File: src/rtl/time_load_arbiter.sv
// Arbitrates the clock counter load port between the DCF77 decoder and manual SetClock, validating the BCD word.
// Optional day-per-month/leap-year validation is enabled by defining TIME_LOAD_LEAP_CHECK_EN.
module time_load_arbiter #(
    parameter int HOLDOFF_S = 60,
    parameter int TD_W      = 44
) (
    input  logic            clk,
    input  logic            nReset,
    input  logic            clk_en,
    input  logic            DCF_Enable_in,
    input  logic            dcf_req_in,
    input  logic [TD_W-1:0] DCF_timeAndDate_in,
    output logic            dcf_ack_out,
    input  logic            set_req_in,
    input  logic [TD_W-1:0] SetClock_timeAndDate_in,
    output logic            set_ack_out,
    output logic            clock_set_out,
    output logic [TD_W-1:0] clock_timeAndDate_Out,
    output logic [1:0]      source_out,
    output logic            reject_out,
    output logic            holdoff_active_out
);

    typedef enum logic [2:0] {
        ST_IDLE    = 3'd0,
        ST_CHECK   = 3'd1,
        ST_LOAD    = 3'd2,
        ST_REJECT  = 3'd3,
        ST_RELEASE = 3'd4
    } state_t;

    localparam logic [1:0] SRC_NONE     = 2'b00;
    localparam logic [1:0] SRC_DCF      = 2'b01;
    localparam logic [1:0] SRC_SET      = 2'b10;
    localparam logic [7:0] HOLDOFF_LOAD = 8'(HOLDOFF_S);

    // Timezone bits [43:42] are deliberately not part of the validated field.
    function automatic logic td_valid(input logic [41:0] w);
        logic [3:0] sec_lo, min_lo, hr_lo, day_lo, mon_lo, yr_lo, yr_hi;
        logic [2:0] sec_hi, min_hi, wday;
        logic [1:0] hr_hi, day_hi;
        logic       mon_hi;
        logic       ok;
`ifdef TIME_LOAD_LEAP_CHECK_EN
        logic [3:0] month_v;
        logic [5:0] day_v;
        logic       leap;
`endif
        sec_lo = w[3:0];    sec_hi = w[6:4];
        min_lo = w[10:7];   min_hi = w[13:11];
        hr_lo  = w[17:14];  hr_hi  = w[19:18];
        day_lo = w[23:20];  day_hi = w[25:24];
        mon_lo = w[29:26];  mon_hi = w[30];
        yr_lo  = w[34:31];  yr_hi  = w[38:35];
        wday   = w[41:39];
        ok = (sec_lo <= 4'd9) && (sec_hi <= 3'd5)
          && (min_lo <= 4'd9) && (min_hi <= 3'd5)
          && (hr_lo <= 4'd9) && (hr_hi <= 2'd2) && ((hr_hi != 2'd2) || (hr_lo <= 4'd3))
          && (day_lo <= 4'd9) && ((day_hi != 2'd3) || (day_lo <= 4'd1))
          && !((day_hi == 2'd0) && (day_lo == 4'd0))
          && (mon_lo <= 4'd9) && (!mon_hi || (mon_lo <= 4'd2))
          && !(!mon_hi && (mon_lo == 4'd0))
          && (yr_lo <= 4'd9) && (yr_hi <= 4'd9)
          && (wday != 3'd0);
`ifdef TIME_LOAD_LEAP_CHECK_EN
        month_v = mon_hi ? (4'd10 + mon_lo) : mon_lo;
        day_v   = (6'(day_hi) * 6'd10) + 6'(day_lo);
        // 10*hi mod 4 == 2*hi[0] mod 4, so the low year bits decide divisibility by 4.
        leap    = (2'({yr_hi[0], 1'b0}) + yr_lo[1:0]) == 2'b00;
        if (((month_v == 4'd4) || (month_v == 4'd6) || (month_v == 4'd9) || (month_v == 4'd11))
            && (day_v > 6'd30)) begin
            ok = 1'b0;
        end else if ((month_v == 4'd2) && (day_v > (leap ? 6'd29 : 6'd28))) begin
            ok = 1'b0;
        end else begin
            ok = ok;
        end
`endif
        return ok;
    endfunction

    state_t          state_r;
    logic [1:0]      src_r;
    logic [TD_W-1:0] word_r;
    logic [TD_W-1:0] td_out_r;
    logic [1:0]      source_r;
    logic            clock_set_r;
    logic            dcf_ack_r;
    logic            set_ack_r;
    logic            reject_r;
    logic [7:0]      holdoff_cnt_r;
    logic            holdoff_active_r;
    logic [7:0]      holdoff_nxt_s;
    logic            served_req_s;

    // Hold-off next value: a reload in LOAD takes priority over a coincident clk_en.
    always_comb begin
        holdoff_nxt_s = holdoff_cnt_r;
        if ((state_r == ST_LOAD) && (src_r == SRC_SET)) begin
            holdoff_nxt_s = HOLDOFF_LOAD;
        end else if (clk_en && (holdoff_cnt_r != 8'd0)) begin
            holdoff_nxt_s = holdoff_cnt_r - 8'd1;
        end else begin
            holdoff_nxt_s = holdoff_cnt_r;
        end
    end

    // Request line of whichever source is currently being served.
    always_comb begin
        served_req_s = 1'b0;
        if (src_r == SRC_SET) begin
            served_req_s = set_req_in;
        end else begin
            served_req_s = dcf_req_in;
        end
    end

    // Arbitration FSM with registered strobe, ack, reject and hold-off outputs.
    always_ff @(posedge clk or negedge nReset) begin
        if (!nReset) begin
            state_r          <= ST_IDLE;
            src_r            <= SRC_NONE;
            word_r           <= '0;
            td_out_r         <= '0;
            source_r         <= SRC_NONE;
            clock_set_r      <= 1'b0;
            dcf_ack_r        <= 1'b0;
            set_ack_r        <= 1'b0;
            reject_r         <= 1'b0;
            holdoff_cnt_r    <= 8'd0;
            holdoff_active_r <= 1'b0;
        end else begin
            clock_set_r      <= 1'b0;
            dcf_ack_r        <= 1'b0;
            set_ack_r        <= 1'b0;
            reject_r         <= 1'b0;
            holdoff_cnt_r    <= holdoff_nxt_s;
            holdoff_active_r <= (holdoff_nxt_s != 8'd0);
            case (state_r)
                ST_IDLE: begin
                    if (set_req_in) begin
                        word_r  <= SetClock_timeAndDate_in;
                        src_r   <= SRC_SET;
                        state_r <= ST_CHECK;
                    end else if (dcf_req_in && DCF_Enable_in && (holdoff_cnt_r == 8'd0)) begin
                        word_r  <= DCF_timeAndDate_in;
                        src_r   <= SRC_DCF;
                        state_r <= ST_CHECK;
                    end else begin
                        state_r <= ST_IDLE;
                    end
                end
                ST_CHECK: begin
                    if (td_valid(word_r[41:0])) begin
                        state_r <= ST_LOAD;
                    end else begin
                        state_r <= ST_REJECT;
                    end
                end
                ST_LOAD: begin
                    clock_set_r <= 1'b1;
                    td_out_r    <= word_r;
                    source_r    <= src_r;
                    if (src_r == SRC_SET) begin
                        set_ack_r <= 1'b1;
                    end else begin
                        dcf_ack_r <= 1'b1;
                    end
                    state_r <= ST_RELEASE;
                end
                ST_REJECT: begin
                    reject_r <= 1'b1;
                    if (src_r == SRC_SET) begin
                        set_ack_r <= 1'b1;
                    end else begin
                        dcf_ack_r <= 1'b1;
                    end
                    state_r <= ST_RELEASE;
                end
                ST_RELEASE: begin
                    if (!served_req_s) begin
                        state_r <= ST_IDLE;
                    end else begin
                        state_r <= ST_RELEASE;
                    end
                end
                default: begin
                    state_r <= ST_IDLE;
                end
            endcase
        end
    end

    assign clock_set_out         = clock_set_r;
    assign clock_timeAndDate_Out = td_out_r;
    assign source_out            = source_r;
    assign dcf_ack_out           = dcf_ack_r;
    assign set_ack_out           = set_ack_r;
    assign reject_out            = reject_r;
    assign holdoff_active_out    = holdoff_active_r;

endmodule

File: config.mk
export PLATFORM = sky130hd
export DESIGN_NAME = time_load_arbiter
export DESIGN_NICKNAME = d
export VERILOG_FILES = /design/src/rtl/time_load_arbiter.sv
export SDC_FILE = /design/constraint.sdc
export NUM_CORES = 1
export LEC_CHECK = 0
export BUFFER_PORTS_ARGS = -buffer_cell sky130_fd_sc_hd__buf_4
export CAP_MARGIN = 20
export CORE_UTILIZATION = 55
export DETAILED_ROUTE_END_ITERATION = 7
export PLACE_DENSITY_LB_ADDON = 0.05
export SLEW_MARGIN = 20
export SYNTH_ARGS = -nofsm -noshare
export SYNTH_HDL_FRONTEND = slang
export SYNTH_SLANG_ARGS = --single-unit
File: constraint.sdc
create_clock -name clk -period 3.5 [get_ports clk]
set_input_delay 0.175 -clock clk [delete_from_list [all_inputs] [get_ports clk]]
set_output_delay 0.175 -clock clk [all_outputs]
set_load 0.02 [all_outputs]
# Word level (Yosys, flattened, before mapping)

Index checks and enable logic that the tools add are counted.

Bits of input ports: 94
Output and inout port bits: 51
Register bits: 108
Logic and storage cells: 88

Order comparisons: 13
Mux-type cells: 18
Add/subtract/negate cells: 1
Reductions and logical operators: 38
Eq/ne operators: 7

Operators by type and width:

| kind                                                            | count |
|---|---|
| two-way mux 44 bit                                              | 2 |
| less-or-equal comparator 4 bit (second input constant)          | 7 |
| logical AND 1 bit                                               | 21 |
| two-way mux 8 bit                                               | 2 |
| nonzero test 8 bit                                              | 2 |
| one-hot mux 3 bit (4 select lines)                              | 1 |
| two-way mux 1 bit                                               | 10 |
| less-or-equal comparator 4 x 2 -> 1 bit (second input constant) | 2 |
| zero test 4 bit                                                 | 2 |
| zero test 8 bit                                                 | 1 |
| subtractor 8 x 1 -> 8 bit (second input constant)               | 1 |
| == test 3 x 2 -> 1 bit (second input constant)                  | 2 |
| less-or-equal comparator 3 bit (second input constant)          | 2 |
| less-or-equal comparator 4 x 1 -> 1 bit (second input constant) | 1 |
| two-way mux 2 bit                                               | 2 |
| inequality test 2 bit (second input constant)                   | 2 |
| == test 3 x 1 -> 1 bit (second input constant)                  | 1 |
| == test 3 bit (second input constant)                           | 1 |
| zero test 1 bit                                                 | 3 |
| zero test 3 bit                                                 | 1 |
| logical OR 1 bit                                                | 3 |
| two-way mux 3 bit                                               | 1 |
| nonzero test 3 bit                                              | 1 |
| == test 2 bit (second input constant)                           | 1 |
| other kinds (5)                                                 | 5 |

# Depth between registers and ports, before layout

Word-level depth: 18
Depth in mapped cells: 8
Gate-level depth less buffers: 7

# Worst setup path before layout

No wires, ideal clock.

Path type: flip-flop to flip-flop
Start point: register holdoff_cnt_r[0]
End point: register word_r[0]
Cell stages (with the launch flop): 9
Library setup time: 0.126 ns
Setup slack: 1.649 ns
Data required time: 3.374 ns
Path buffers: 1
Period minus slack after synthesis: 1.851 ns
Data arrival time: 1.726 ns
Cells stage by stage: dfrtp_1 inv_1 ha_1 nor4b_2 a41o_2 nand2_4 buf_4 nor3b_1 a221o_1

Longest elaborated chain between the ends: 4

Ends and longest elaborated chain:

| item                          | line | RTL |
|---|---|---|
| start, declared               | 91   | `logic [7:0] holdoff_cnt_r;` |
| start signal, assigned        | 137  | `holdoff_cnt_r <= holdoff_nxt_s;` |
| zero test 8 bit               | 145  | `end else if (dcf_req_in && DCF_Enable_in && (holdoff_cnt_r == 8'd0)) begin` |
| logical AND 1 bit             | 145  |  |
| nonzero test 2 bit (no line)  | n/a  |  |
| AND reduction 2 bit (no line) | n/a  |  |
| end signal, assigned          | 142  | `word_r <= SetClock_timeAndDate_in;` |
| end signal, assigned          | 146  | `word_r <= DCF_timeAndDate_in;` |
| end, declared                 | 84   | `logic [TD_W-1:0] word_r;` |

No other way between the ends.
A chain may end at the register's enable or synchronous reset.

# Worst setup path after layout

Start point: register holdoff_cnt_r[0]
End point: register word_r[34]

The elaborated chain is that of the path after synthesis.

==> tab_implementation.tex <==
\begin{tabular}{lr}
\hline
Metric & Value \\
\hline
\multicolumn{2}{l}{\textbf{Die}} \\
\quad Area inside the core boundary & 8260 µm² \\
\quad DIE HEIGHT & 94.8 µm \\
\quad Die Span X & 94.8 µm \\
\quad Area of the die & 8980 µm² \\
\quad I/O pin cnt & 145 \\
\quad Site row count & 33 \\
\quad Starting density of the core & 57.3\% \\
\multicolumn{2}{l}{\textbf{Global route}} \\
\quad Busiest layer in global routing & met2 \\
\quad Total routing usage reported by global routing & 25.0\% \\
\quad Number of global-route vias before repair & 3382 \\
\quad Maximum number of pins on one net before global-route repair & 92 \\
\quad Met1 usage & 33.4\% \\
\quad Met2 Resource Use GR & 39.0\% \\
\quad Residual overflow from global routing & 0 \\
\quad First-pass GRT wire length & 17000 µm \\
\quad Initial antenna violation count & 0 \\
\quad Met3 global-route usage & 9.02\% \\
\multicolumn{2}{l}{\textbf{Clock tree}} \\
\quad Maximum level of the CTS H-tree & 3 \\
\quad Clock root buffer & sky130\_fd\_sc\_hd\_\_clkbuf\_8 \\
\quad Maximum number of buffers from clock root to sink & 2 \\
\quad Insertion delay to the later sink of the worst-skew pair & 360 ps \\
\quad CTS tree & built \\
\quad Buffers inserted during post-CTS setup optimization & 0 \\
\quad Number of clock buffers inserted by TritonCTS & 9 \\
\quad Clock-pin slew reported for the worst setup and hold paths after clock tree synthesis & 100 ps \\
\quad Clock net sink count & 108 \\
\quad Number of buffers added to fix hold violations after cts & 1 \\
\quad Number of resized instances in the post-cts repair step & 0 \\
\multicolumn{2}{l}{\textbf{Synth}} \\
\quad Share of synthesized flip-flops with an asynchronous set or reset & 100\% \\
\quad \#FFs+latches synth & 108 \\
\quad Post-synthesis cell type count & 45 \\
\quad Most used DFF post-synth & sky130\_fd\_sc\_hd\_\_dfrtp\_1 \\
\quad Fraction of the yosys area taken by sequential cells & 57.1\% \\
\quad Post-synthesis net count & 458 \\
\quad Synth Instances & 362 \\
\quad Area of the mapped netlist & 4730 µm² \\
\quad Post-Syn Area per Cell & 13.1 µm² \\
\quad Warning count from the yosys run & 0 \\
\quad Number of enable flip-flop cells after synthesis & 0 \\
\multicolumn{2}{l}{\textbf{Critical path}} \\
\quad Category of the critical setup timing path & flop to flop \\
\quad Critical path startpoint category & flop \\
\quad Worst endpoint required time & 3740 ps \\
\quad Data arrival, critical path & 2710 ps \\
\quad Critical Path End Type & flop \\
\quad Worst setup slack for register-to-register paths & 1030 ps \\
\quad Critical Path Fanout Max & 91 \\
\quad Reg-to-reg critical path endpoint & word\_r[34] \\
\quad Start of the worst register-to-register path & holdoff\_cnt\_r[0] \\
\quad Cells on worst reg2reg path & 7 \\
\multicolumn{2}{l}{\textbf{Outcome}} \\
\quad Run status & finished, final reports clean \\
\multicolumn{2}{l}{\textbf{Placed design}} \\
\quad Placed Instance Area & 5820 µm² \\
\quad Final HPWL DP & 7250 µm \\
\quad Count of buffers from port buffering & 144 \\
\quad GPL Wtd Cong & 0.811 \\
\quad Minimum setup slack after placement & 1030 ps \\
\multicolumn{2}{l}{\textbf{Drt}} \\
\quad ANT nets after route & 0 \\
\quad First-pass detailed-route iteration total & 4 \\
\quad Per-cell via count in the routed design & 5.81 \\
\quad DRC violation count after routing & 0 \\
\quad Final wirelength & 10700 µm \\
\quad Drt first-iter violations & 161 \\
\quad Routed via count & 3526 \\
\quad Average routed wire per standard cell & 17.7 µm \\
\multicolumn{2}{l}{\textbf{STA}} \\
\quad Worst clock skew & 12.8 ps \\
\quad Final critical path time including I/O delays and setup & 2470 ps \\
\quad Fin worst setup slack & 1030 ps \\
\quad Relative slew slack & 37.6\% \\
\quad Final hold violation count & 0 \\
\quad Max-slew violations & 0 \\
\quad Setup repair after global routing missed its margin & no \\
\quad Share of the clock period used by the worst path after layout & 70.6\% \\
\quad Actual slew at the worst max-slew pin & 935 ps \\
\quad Setup\_tns & 0 ps \\
\quad Fmax & 0.405 GHz \\
\quad Final setup fails & 0 \\
\quad Hold Slack & 34.1 ps \\
\multicolumn{2}{l}{\textbf{Power and ir drop}} \\
\quad Leak pwr & 2.70 nW \\
\quad Worst IR Drop VDD & 0.000408 V \\
\quad Power Dens Cells & 876 nW/µm² \\
\multicolumn{2}{l}{\textbf{Finish}} \\
\quad Area of all placed cells without fillers & 6010 µm² \\
\quad Fraction of final layout cells with drive strength greater than 1 & 43.4\% \\
\quad Diode insertion count for antenna repair & 0 \\
\quad Final net count & 593 \\
\quad Area growth syn-to-layout & 27.0\% \\
\quad Filler cell count in the final layout & 590 \\
\multicolumn{2}{l}{\textbf{Run}} \\
\quad Count of max-cap constraint violations & 0 \\
\multicolumn{2}{l}{\textbf{Hold path}} \\
\quad Launch instance of the worst min-delay path & SetClock\_timeAndDate\_in[10] \\
\quad Cells on Worst Hold Path & 2 \\
\quad Worst min-delay path category & input pin to flop \\
\quad Destination of the worst hold path & word\_r[10] \\
\hline
\end{tabular}
==> critical path, cell delays in order (launching register included) <==
cell,delay (ps)
sky130_fd_sc_hd__dfrtp_1,430
sky130_fd_sc_hd__inv_1,90
sky130_fd_sc_hd__ha_1,230
sky130_fd_sc_hd__nor4b_2,170
sky130_fd_sc_hd__a41o_2,310
sky130_fd_sc_hd__nand2_4,670
sky130_fd_sc_hd__nor3b_1,130
sky130_fd_sc_hd__a221o_1,300
==> state kept, by name, summed over array words and instances (netlist names) <==
| signal | cells |
|---|---|
| reject_out | 1 |
| word_r | 44 |
| holdoff_active_out | 1 |
| clock_timeAndDate_Out | 44 |
| holdoff_cnt_r | 8 |
| clock_set_out | 1 |
| set_ack_out | 1 |
| dcf_ack_out | 1 |
| src_r | 2 |
| source_out | 2 |
| state_r | 3 |
==> synthesized netlist by cell type, types with 2 or more instances <==
| library cell | n | area, µm² |
|---|---|---|
| sky130_fd_sc_hd__nand2_1 | 8 | 30.0 |
| sky130_fd_sc_hd__o21ai_0 | 12 | 60.1 |
| sky130_fd_sc_hd__clkbuf_1 | 9 | 33.8 |
| sky130_fd_sc_hd__a221o_1 | 43 | 430 |
| sky130_fd_sc_hd__xnor2_1 | 2 | 17.5 |
| sky130_fd_sc_hd__a21o_1 | 2 | 15.0 |
| sky130_fd_sc_hd__dfrtp_1 | 108 | 2700 |
| sky130_fd_sc_hd__or4_1 | 2 | 15.0 |
| sky130_fd_sc_hd__inv_1 | 5 | 18.8 |
| sky130_fd_sc_hd__buf_2 | 7 | 35.0 |
| sky130_fd_sc_hd__a21oi_1 | 5 | 25.0 |
| sky130_fd_sc_hd__nand3_1 | 3 | 15.0 |
| sky130_fd_sc_hd__ha_1 | 2 | 25.0 |
| sky130_fd_sc_hd__mux2_2 | 46 | 518 |
| sky130_fd_sc_hd__or3_1 | 2 | 12.5 |
| sky130_fd_sc_hd__nor3b_1 | 44 | 330 |
| sky130_fd_sc_hd__xor2_1 | 3 | 26.3 |
| sky130_fd_sc_hd__nor2_1 | 13 | 48.8 |
| sky130_fd_sc_hd__nor3_1 | 5 | 25.0 |
| sky130_fd_sc_hd__o31ai_1 | 4 | 30.0 |
| sky130_fd_sc_hd__a22oi_1 | 2 | 15.0 |
| sky130_fd_sc_hd__nand4_1 | 3 | 18.8 |
| sky130_fd_sc_hd__nand2b_1 | 2 | 12.5 |
| sky130_fd_sc_hd__buf_6 | 7 | 78.8 |
| sky130_fd_sc_hd__nor2b_1 | 2 | 12.5 |
| sky130_fd_sc_hd__buf_4 | 2 | 15.0 |
==> layout by cell type (no fill, tap or decap), types with 8 or more instances in the layout <==
| cell | n |
|---|---|
| sky130_fd_sc_hd__buf_4 | 148 |
| sky130_fd_sc_hd__dfrtp_1 | 108 |
| sky130_fd_sc_hd__mux2_2 | 46 |
| sky130_fd_sc_hd__nor3b_1 | 43 |
| sky130_fd_sc_hd__a221o_1 | 43 |
| sky130_fd_sc_hd__nor2_1 | 13 |
| sky130_fd_sc_hd__o21ai_0 | 12 |
| sky130_fd_sc_hd__clkbuf_8 | 10 |
| sky130_fd_sc_hd__nand2_1 | 8 |
==> per-stage QoR <==
stage	std cells	power, mW	utilization, %
2_1_floorplan	362	3.77	-
3_3_place_gp	590	4.51	70.5
3_5_place_dp	590	4.60	70.5
4_1_cts	607	5.31	72.8
5_1_grt	607	5.62	72.8
6_report	607	5.27	72.8
==> final cells by class <==
type	instances	area, µm²	share of cell area [%]
clock buffers	10	138	2.29
clock inverters	6	46.3	0.770
inverters	5	18.8	0.312
multi-input cells	224	1860	30.9
flip-flops and latches	108	2700	44.9
well taps	105	131	2.18
repair buffers	149	1120	18.6
==> kinds of logic after synthesis <==
kind of cell | after synthesis | synth area share, %
flip-flops | 108 | 57.1
AND/OR/NAND/NOR | 94 | 12.9
AO/OA/AOI/OAI | 76 | 13.6
multiplexers | 47 | 11.2
buffers and inverters | 30 | 3.83
XOR/XNOR | 5 | 0.925
adder cells (fa/ha/maj) | 2 | 0.529
==> how the worst max path moves through the flow <==
stage / start / endpoint / slack [ps] / cells past startpoint
floorplan: holdoff_cnt_r[0] / word_r[0] / 1650 / 8
global placement: holdoff_cnt_r[0] / word_r[37] / 1150 / 7
detailed placement: holdoff_cnt_r[0] / word_r[21] / 1030 / 7
CTS: holdoff_cnt_r[0] / word_r[21] / 1030 / 7
global route: holdoff_cnt_r[0] / word_r[28] / 850 / 7
finish: holdoff_cnt_r[0] / word_r[34] / 1030 / 7
==> routing by layer <==
layer	wire [µm]	share of wire [%]
met5	0	0
met2	5110	48
met4	89	0.83
met1	4660	43
met3	884	8.2
==> power by group <==
group / total [mW] / leakage [nW] / internal (mW) / switching [mW]
combinational: 2.26 / 1.31 / 1.15 / 1.11
sequential: 2.30 / 1.30 / 1.86 / 0.447
clock: 0.705 / 0.0950 / 0.286 / 0.419
No activity file was read; power rests on OpenSTA's default activity.
